## src/rtl/ovcam_seq_if.sv

```systemverilog
// ROM fetch port and SCCB/I2C master handshake for the sensor config sequencer.
// master = sequencer side, slave = ROM + bus master side.
interface ovcam_seq_if #(
   parameter int ROM_AW = 9,
   parameter int REG_AW = 16
);
   logic              rom_rd;
   logic [ROM_AW-1:0] rom_addr;
   logic [31:0]       rom_data;
   logic              bus_req;
   logic              bus_we;
   logic [REG_AW-1:0] bus_addr;
   logic [7:0]        bus_wdata;
   logic [7:0]        bus_rdata;
   logic              bus_ack;
   logic              bus_nack;

   modport master (
      output rom_rd, rom_addr, bus_req, bus_we, bus_addr, bus_wdata,
      input  rom_data, bus_rdata, bus_ack, bus_nack
   );
   modport slave (
      input  rom_rd, rom_addr, bus_req, bus_we, bus_addr, bus_wdata,
      output rom_data, bus_rdata, bus_ack, bus_nack
   );
endinterface

```

## src/rtl/ovcam_seq.sv

```systemverilog
// Table-driven OmniVision sensor config sequencer: fetches command words from ROM
// and runs WRITE / DELAY / RMW / POLL / END through an SCCB req/ack master.
module ovcam_seq #(
   parameter int ROM_AW     = 9,
   parameter int REG_AW     = 16,
   parameter int DELAY_UNIT = 25000,
   parameter int POLL_GAP   = 25000,
   parameter int POLL_MAX   = 100,
   parameter int INIT_PAUSE = 500000,
   parameter int AUTO_START = 1
) (
   input  logic              clk,
   input  logic              reset,
   input  logic              start,
   input  logic [ROM_AW-1:0] table_base,
   ovcam_seq_if.master       bif,
   output logic              busy,
   output logic              done,
   output logic              error,
   output logic [1:0]        err_code
);
   localparam int DW  = 24 + $clog2(DELAY_UNIT);
   localparam int GW  = $clog2(POLL_GAP + 1);
   localparam int IW  = $clog2(INIT_PAUSE + 1);
   localparam int CW0 = (DW > GW) ? DW : GW;
   localparam int CW  = (CW0 > IW) ? CW0 : IW;
   localparam int PW  = $clog2(POLL_MAX + 1);

   typedef enum logic [3:0] {
      S_IDLE, S_PAUSE, S_FETCH, S_DECODE, S_FETCH2, S_DECODE2,
      S_BUS, S_DELAY, S_GAP, S_DONE, S_ERR
   } state_t;
   typedef enum logic [1:0] {K_WR, K_RMW, K_POLL} kind_t;

   state_t            state_q, state_d;
   kind_t             kind_q, kind_d;
   logic [ROM_AW-1:0] addr_q, addr_d;
   logic [CW-1:0]     cnt_q, cnt_d;
   logic [PW-1:0]     poll_q, poll_d;
   logic              we_q, we_d;
   logic [REG_AW-1:0] idx_q, idx_d;
   logic [7:0]        wdata_q, wdata_d, mask_q, mask_d, val_q, val_d;
   logic              done_q, done_d, error_q, error_d, pend_q, pend_d;
   logic [1:0]        err_q, err_d;

   always_comb begin
      state_d = state_q;  kind_d  = kind_q;  addr_d  = addr_q;  cnt_d   = cnt_q;
      poll_d  = poll_q;   we_d    = we_q;    idx_d   = idx_q;   wdata_d = wdata_q;
      mask_d  = mask_q;   val_d   = val_q;   done_d  = done_q;  error_d = error_q;
      err_d   = err_q;    pend_d  = pend_q;
      case (state_q)
         S_IDLE, S_DONE, S_ERR: begin
            if (start) begin
               done_d  = 1'b0;
               error_d = 1'b0;
               err_d   = 2'd0;
               pend_d  = 1'b0;
               addr_d  = table_base;
               state_d = S_FETCH;
            end else if (state_q == S_IDLE && pend_q) begin
               pend_d  = 1'b0;
               cnt_d   = CW'(INIT_PAUSE - 1);
               state_d = S_PAUSE;
            end
         end
         S_PAUSE: begin
            if (cnt_q == '0) begin
               addr_d  = '0;
               state_d = S_FETCH;
            end else cnt_d = cnt_q - CW'(1);
         end
         S_FETCH:  state_d = S_DECODE;
         S_DECODE: begin
            idx_d   = bif.rom_data[8 +: REG_AW];
            wdata_d = bif.rom_data[7:0];
            case (bif.rom_data[31:24])
               8'h00: begin kind_d = K_WR; we_d = 1'b1; state_d = S_BUS; end
               8'h01: begin
                  if (bif.rom_data[23:0] == 24'd0) begin
                     addr_d  = addr_q + ROM_AW'(1);
                     state_d = S_FETCH;
                  end else begin
                     cnt_d   = CW'(bif.rom_data[23:0]) * CW'(DELAY_UNIT) - CW'(1);
                     state_d = S_DELAY;
                  end
               end
               8'h02: begin kind_d = K_RMW; state_d = S_FETCH2; end
               8'h03: begin kind_d = K_POLL; poll_d = '0; state_d = S_FETCH2; end
               8'hFF: begin done_d = 1'b1; state_d = S_DONE; end
               default: begin error_d = 1'b1; err_d = 2'd3; state_d = S_ERR; end
            endcase
         end
         S_FETCH2:  state_d = S_DECODE2;
         S_DECODE2: begin
            mask_d  = bif.rom_data[15:8];
            val_d   = bif.rom_data[7:0];
            we_d    = 1'b0;
            state_d = S_BUS;
         end
         S_BUS: begin
            if (bif.bus_nack) begin
               error_d = 1'b1;
               err_d   = 2'd1;
               state_d = S_ERR;
            end else if (bif.bus_ack) begin
               case (kind_q)
                  K_RMW: begin
                     if (!we_q) begin
                        // one idle cycle between the read and the write keeps req edges distinct
                        wdata_d = (bif.bus_rdata & ~mask_q) | (val_q & mask_q);
                        we_d    = 1'b1;
                        cnt_d   = '0;
                        state_d = S_GAP;
                     end else begin
                        addr_d  = addr_q + ROM_AW'(2);
                        state_d = S_FETCH;
                     end
                  end
                  K_POLL: begin
                     if (((bif.bus_rdata ^ val_q) & mask_q) == 8'h00) begin
                        addr_d  = addr_q + ROM_AW'(2);
                        state_d = S_FETCH;
                     end else if (poll_q == PW'(POLL_MAX - 1)) begin
                        error_d = 1'b1;
                        err_d   = 2'd2;
                        state_d = S_ERR;
                     end else begin
                        poll_d  = poll_q + PW'(1);
                        cnt_d   = CW'(POLL_GAP - 1);
                        state_d = S_GAP;
                     end
                  end
                  default: begin
                     addr_d  = addr_q + ROM_AW'(1);
                     state_d = S_FETCH;
                  end
               endcase
            end
         end
         S_DELAY: begin
            if (cnt_q == '0) begin
               addr_d  = addr_q + ROM_AW'(1);
               state_d = S_FETCH;
            end else cnt_d = cnt_q - CW'(1);
         end
         S_GAP: begin
            if (cnt_q == '0) state_d = S_BUS;
            else cnt_d = cnt_q - CW'(1);
         end
         default: state_d = S_IDLE;
      endcase
   end

   always_ff @(posedge clk) begin
      if (reset) begin
         state_q <= S_IDLE;  kind_q  <= K_WR;  addr_q  <= '0;  cnt_q   <= '0;
         poll_q  <= '0;      we_q    <= 1'b0;  idx_q   <= '0;  wdata_q <= '0;
         mask_q  <= '0;      val_q   <= '0;    done_q  <= 1'b0; error_q <= 1'b0;
         err_q   <= 2'd0;    pend_q  <= (AUTO_START != 0);
      end else begin
         state_q <= state_d; kind_q  <= kind_d; addr_q  <= addr_d; cnt_q   <= cnt_d;
         poll_q  <= poll_d;  we_q    <= we_d;   idx_q   <= idx_d;  wdata_q <= wdata_d;
         mask_q  <= mask_d;  val_q   <= val_d;  done_q  <= done_d; error_q <= error_d;
         err_q   <= err_d;   pend_q  <= pend_d;
      end
   end

   // addr_q always points at the command's first word so ERR reports it directly
   assign bif.rom_rd    = (state_q == S_FETCH) || (state_q == S_FETCH2);
   assign bif.rom_addr  = (state_q == S_FETCH2) ? addr_q + ROM_AW'(1) : addr_q;
   assign bif.bus_req   = (state_q == S_BUS);
   assign bif.bus_we    = we_q;
   assign bif.bus_addr  = idx_q;
   assign bif.bus_wdata = wdata_q;
   assign busy     = !((state_q == S_IDLE) || (state_q == S_DONE) || (state_q == S_ERR));
   assign done     = done_q;
   assign error    = error_q;
   assign err_code = err_q;
endmodule
```

## src/flat_wrapper.sv

```systemverilog
// flat-port wrapper written by rule: the top's interface ports become plain ports
module ovcam_seq_flat 
#(
   parameter int ROM_AW     = 9,
   parameter int REG_AW     = 16,
   parameter int DELAY_UNIT = 25000,
   parameter int POLL_GAP   = 25000,
   parameter int POLL_MAX   = 100,
   parameter int INIT_PAUSE = 500000,
   parameter int AUTO_START = 1
)
  (clk, reset, start, table_base, busy, done, error, err_code, bif_rom_rd, bif_rom_addr, bif_bus_req, bif_bus_we, bif_bus_addr, bif_bus_wdata, bif_rom_data, bif_bus_rdata, bif_bus_ack, bif_bus_nack);
  ovcam_seq_if #(.ROM_AW(ROM_AW), .REG_AW(REG_AW)) bif_i ();
  input  logic clk;
  input  logic reset;
  input  logic start;
  input  logic [ROM_AW-1:0] table_base;
  output logic busy;
  output logic done;
  output logic error;
  output logic [1:0] err_code;
  output wire logic [$bits(bif_i.rom_rd)-1:0] bif_rom_rd;
  output wire logic [$bits(bif_i.rom_addr)-1:0] bif_rom_addr;
  output wire logic [$bits(bif_i.bus_req)-1:0] bif_bus_req;
  output wire logic [$bits(bif_i.bus_we)-1:0] bif_bus_we;
  output wire logic [$bits(bif_i.bus_addr)-1:0] bif_bus_addr;
  output wire logic [$bits(bif_i.bus_wdata)-1:0] bif_bus_wdata;
  input wire logic [$bits(bif_i.rom_data)-1:0] bif_rom_data;
  input wire logic [$bits(bif_i.bus_rdata)-1:0] bif_bus_rdata;
  input wire logic [$bits(bif_i.bus_ack)-1:0] bif_bus_ack;
  input wire logic [$bits(bif_i.bus_nack)-1:0] bif_bus_nack;
  assign bif_rom_rd = bif_i.rom_rd;
  assign bif_rom_addr = bif_i.rom_addr;
  assign bif_bus_req = bif_i.bus_req;
  assign bif_bus_we = bif_i.bus_we;
  assign bif_bus_addr = bif_i.bus_addr;
  assign bif_bus_wdata = bif_i.bus_wdata;
  assign bif_i.rom_data = bif_rom_data;
  assign bif_i.bus_rdata = bif_bus_rdata;
  assign bif_i.bus_ack = bif_bus_ack;
  assign bif_i.bus_nack = bif_bus_nack;
  ovcam_seq #(.ROM_AW(ROM_AW), .REG_AW(REG_AW), .DELAY_UNIT(DELAY_UNIT), .POLL_GAP(POLL_GAP), .POLL_MAX(POLL_MAX), .INIT_PAUSE(INIT_PAUSE), .AUTO_START(AUTO_START)) u_core (.clk(clk), .reset(reset), .start(start), .table_base(table_base), .bif(bif_i), .busy(busy), .done(done), .error(error), .err_code(err_code));
endmodule
```

## config.mk

```make
export PLATFORM = sky130hd
export DESIGN_NAME = ovcam_seq_flat
export DESIGN_NICKNAME = d
export VERILOG_FILES = /design/src/rtl/ovcam_seq_if.sv /design/src/rtl/ovcam_seq.sv /design/src/flat_wrapper.sv
export SDC_FILE = /design/constraint.sdc
export NUM_CORES = 1
export LEC_CHECK = 0
export ABC_CLOCK_PERIOD_IN_PS = 7200
export CELL_PAD_IN_SITES_DETAIL_PLACEMENT = 1
export CELL_PAD_IN_SITES_GLOBAL_PLACEMENT = 2
export CORE_MARGIN = 1
export CORE_UTILIZATION = 36
export CTS_CLUSTER_SIZE = 12
export DETAILED_ROUTE_END_ITERATION = 10
export GPL_TIMING_DRIVEN = 0
export PLACE_DENSITY_LB_ADDON = 0.1
export SYNTH_ARGS = -nofsm -noshare
export SYNTH_HDL_FRONTEND = slang
export SYNTH_SLANG_ARGS = --single-unit
```

## constraint.sdc

```tcl
create_clock -name clk -period 7.2 [get_ports clk]
set_clock_uncertainty 0.2 [all_clocks]
set_input_delay 1.08 -clock clk [delete_from_list [all_inputs] [get_ports clk]]
set_output_delay 1.08 -clock clk [all_outputs]
set_load 0.01 [all_outputs]
```

==> summary.md <==
| Metric | Value |
|---|---|
| Slew Limit Fails | 0 |
| Synth Area in Adders | 0.252 |
| Diodes inserted | 0 |
| Most frequent cell on the critical path | ha_1 |
| Die Area | 36,800 um2 |
| Compound-Gate Fraction of Synth Area | 0.215 |
| Tcrit/Tclk final | 0.965 |
| Setup violators final | 0 |
| RSZ-0062 raised after global routing | false |
| Largest net degree at the start of global routing | 17 |
| First-pass GRT wire length | ~75,000 um |
| Total track usage | 0.266 |
| Hpwl dp | 37,400 um |
| Fmax | 0.144 GHz |
| CTS clk-pin slew, worst paths | approximately 0.08 ns |
| Register area share after synthesis | 0.165 |
| CP max FO | 8 |
| Post-layout min period | 6.94 ns |
| Via count | 12,900 |
| Yosys warning count | 0 |
| Post-synth ARST share | 0 |
| Tot Pwr | 7160 uW |
| Number of max-cap violations | 0 |
| XOR/XNOR share of the synthesized area | 0.0641 |
| Rows | 69 |
| Syn avg cell area | 7.63 um2 |
| Placer congestion estimate | 0.850 |
| Syn nets | 1,983 |
| CTS tree | yes |
| EDFF count, synth | 0 |
| Worst relative slew slack | 0.0901 |
| I/O Buffers | 93 |
| Final wirelength | 47,100 um |
| Clk buf depth | 2 |
| TritonRoute pass-1 iters | 5 |
| Largest family of logic cells by synthesized area | adder cells |
| Initial antenna violation count | 0 |
| Status | finished, final reports clean |
| Total grt overflow | 0 |
| CP Class | input port to flop |
| DR DRC count | 0 |
| Vias per cell | 5.70 |
| Vias in the first global route | 13,200 |
| Gate Count Post-Synth | 1,701 |
| Die width | 192 um |
| Layout cell share with drive strength beyond 1 | 0.0465 |
| Crit path largest cell delay | 0.54 ns |
| Critical Path Sink Type | flop |
| FF+latch count, synth | 107 |
| Count of final hold-check violations | 0 |
| CP startpoint kind | input port |
| Worst-margin pin slew | 1.36 ns |
| Multiplexer share of the synthesized area | 0.00945 |
| Util after Layout | 0.420 |
| Hold-fix buffers at CTS | 0 |
| Simple-gate share of the synthesized area | 0.216 |
| Critical-path top delay cell | fa_1 |
| TritonCTS Buffers | 9 |
| Cell Area, Synth | 13,000 um2 |
| Clk sinks | 107 |
| Count of boundary I/O pins | 95 |
| CP arrival | 7.04 ns |
| Synth unique cells | 83 |
| PD cells | 480 nW/um2 |
| Post-route ant nets | 0 |
| H-tree levels | 3 |
| Post-DR wirelength/cell | 20.8 um |
| Starting Density | 0.366 |
| HP Class | flop to flop |
| Clock Latency Late Sink | 0.39 ns |
| Fillers | approximately 4,400 |
| Worst slack, placed | -0.907 ns |
| P_leak | 0.00634 uW |
| Clk root buf | clkbuf_16 |
| P&R area growth vs syn | 14.9% |
| Critical path required time | 7.29 ns |
| Core area | 35,500 um2 |
| DRT iter0 DRCs | 699 |
| Die span in y | about 190 um |
| Cells along the critical path | clkdlybuf4s15_1, ha_1, xor2_2, ha_1, fa_1, inv_1, fa_1, inv_1, ha_1, clkbuf_1, a21oi_2, o211ai_1, and2_1, or3_1, a2111oi_4, and4_1, buf_4, nand2_1, or4_1, a311oi_1 |
| Primary FF master, synth | dfxtp_1 |
| Max VDD drop | 0.241 mV |
| # nets final | approximately 2,100 |
| Final worst setup slack | 0.255 ns |
## kinds of logic after synthesis
family          count (synthesis)
simple gates                  575
compound gates                429
flops                         107
xor+xnor                       95
mux                            12
buf+inv                       255
fa+ha+maj                     228
## cell usage after synthesis (6+ instances only)
master,count,area share
o21a_1,6,0.0035
nor4_1,25,0.012
a311oi_1,10,0.0067
nand2b_1,15,0.0072
nor3_1,43,0.017
nand4_1,26,0.013
fa_1,56,0.086
o21ai_1,9,0.0035
a22oi_1,21,0.012
nor2_1,132,0.038
o21ai_0,80,0.031
ha_1,172,0.17
xor2_1,48,0.032
and4_1,8,0.0054
clkbuf_1,56,0.016
o31ai_1,10,0.0058
xnor2_1,47,0.032
or2_2,9,0.0043
nand2_1,183,0.053
mux2i_1,10,0.0077
and3_1,13,0.0063
a31oi_1,10,0.0048
a221oi_1,6,0.0040
a211oi_1,31,0.018
or3_1,15,0.0072
inv_1,187,0.054
and2_1,11,0.0053
a32oi_1,6,0.0040
or4_1,6,0.0035
a211o_1,9,0.0061
a21o_1,20,0.012
a21oi_1,136,0.052
o211ai_1,12,0.0069
dfxtp_1,107,0.17
nand3_1,50,0.019
nor2b_1,12,0.0058
## report_power, final
part           internal (uW)  switching (uW)  leakage (uW)
logic                   2020            3750       0.00531
registers                698             118      0.000870
clock network            314             261      0.000156
## sequential cells by signal, indices dropped and copies added (netlist names), 2 cells and up
name                  count
u_core.addr_q             9
u_core.bif.bus_addr      16
u_core.bif.bus_wdata      8
u_core.cnt_q             39
u_core.err_code           2
u_core.kind_q             2
u_core.mask_q             8
u_core.poll_q             7
u_core.state_q            4
u_core.val_q              8
## per-layer routing
layer  global-route usage  share of wire  vias to the layer above  wire length, um
met2                0.448           0.47                      206            22100
li1                     -              -                     6213                -
met3               0.0289          0.032                       25             1490
met1                0.360           0.48                     6478            22800
met5                    0              0                        -                0
met4               0.0614          0.014                        0              643
## critical path, delay by kind of cell
| kind | cells | cell delay, ns |
|---|---|---|
| compound gates | 4 | 1.31 |
| xor+xnor | 1 | 0.23 |
| fa+ha+maj | 5 | 2.13 |
| buf+inv | 5 | 0.83 |
| simple gates | 5 | 1.45 |
## stage by stage
step	hold slack [ns]	instances	TNS, ns	cell area (um2)
after floorplan	0.250	1701	0	13000
after global placement	0.241	2255	-9.41	14500
after detailed placement	0.251	2255	-10.02	14500
after CTS	0.261	2272	0	14900
after global routing	0.291	2267	0	14900
final	0.259	2267	0	14900
## cell type report
type | instances | area [um2] | area share
Multi-Input combinational cell | 1339 | 9970 | 0.669
Sequential cell | 107 | 2140 | 0.144
Timing Repair Buffer | 95 | 905 | 0.0607
Inverter | 188 | 706 | 0.0473
Tap cell | 461 | 577 | 0.0387
Buffer | 62 | 293 | 0.0196
Clock buffer | 11 | 243 | 0.0163
Clock inverter | 4 | 73.8 | 0.00495
## cell usage in the layout, fill, tap and decap left out, drive strengths merged, types with 48 or more instances in the layout
cell type      Yosys  layout
dfxtp            107     107
nor2             132     132
o21ai             89      89
ha               172     172
fa                56      56
nand2            183     183
inv              187     188
a21oi            136     136
nand3             50      50
clkbuf            56      72
xor2              48      48
clkdlybuf4s50      0      75
## timing repair
action / 4_1_cts / 5_1_grt
setup endpoints to repair: 15 / 13
cloned: 0 / 0
setup buffers: 2 / 0
gates resized for setup: 28 / 47
## worst paths after layout
path,startpoint,endpoint,slack [ns],depth (start not counted)
max reg2reg,u_core.state_q[3]$_SDFFE_PP0P_,u_core.cnt_q[38]$_SDFFE_PP0P_,2.97,10
max,bif_rom_data[8],u_core.cnt_q[33]$_SDFFE_PP0P_,0.26,20
min,u_core.error$_SDFFE_PP0P_,u_core.error$_SDFFE_PP0P_,0.26,2
min reg2reg,u_core.error$_SDFFE_PP0P_,u_core.error$_SDFFE_PP0P_,0.26,2
Note: power is estimated with default switching activity, not from simulation.
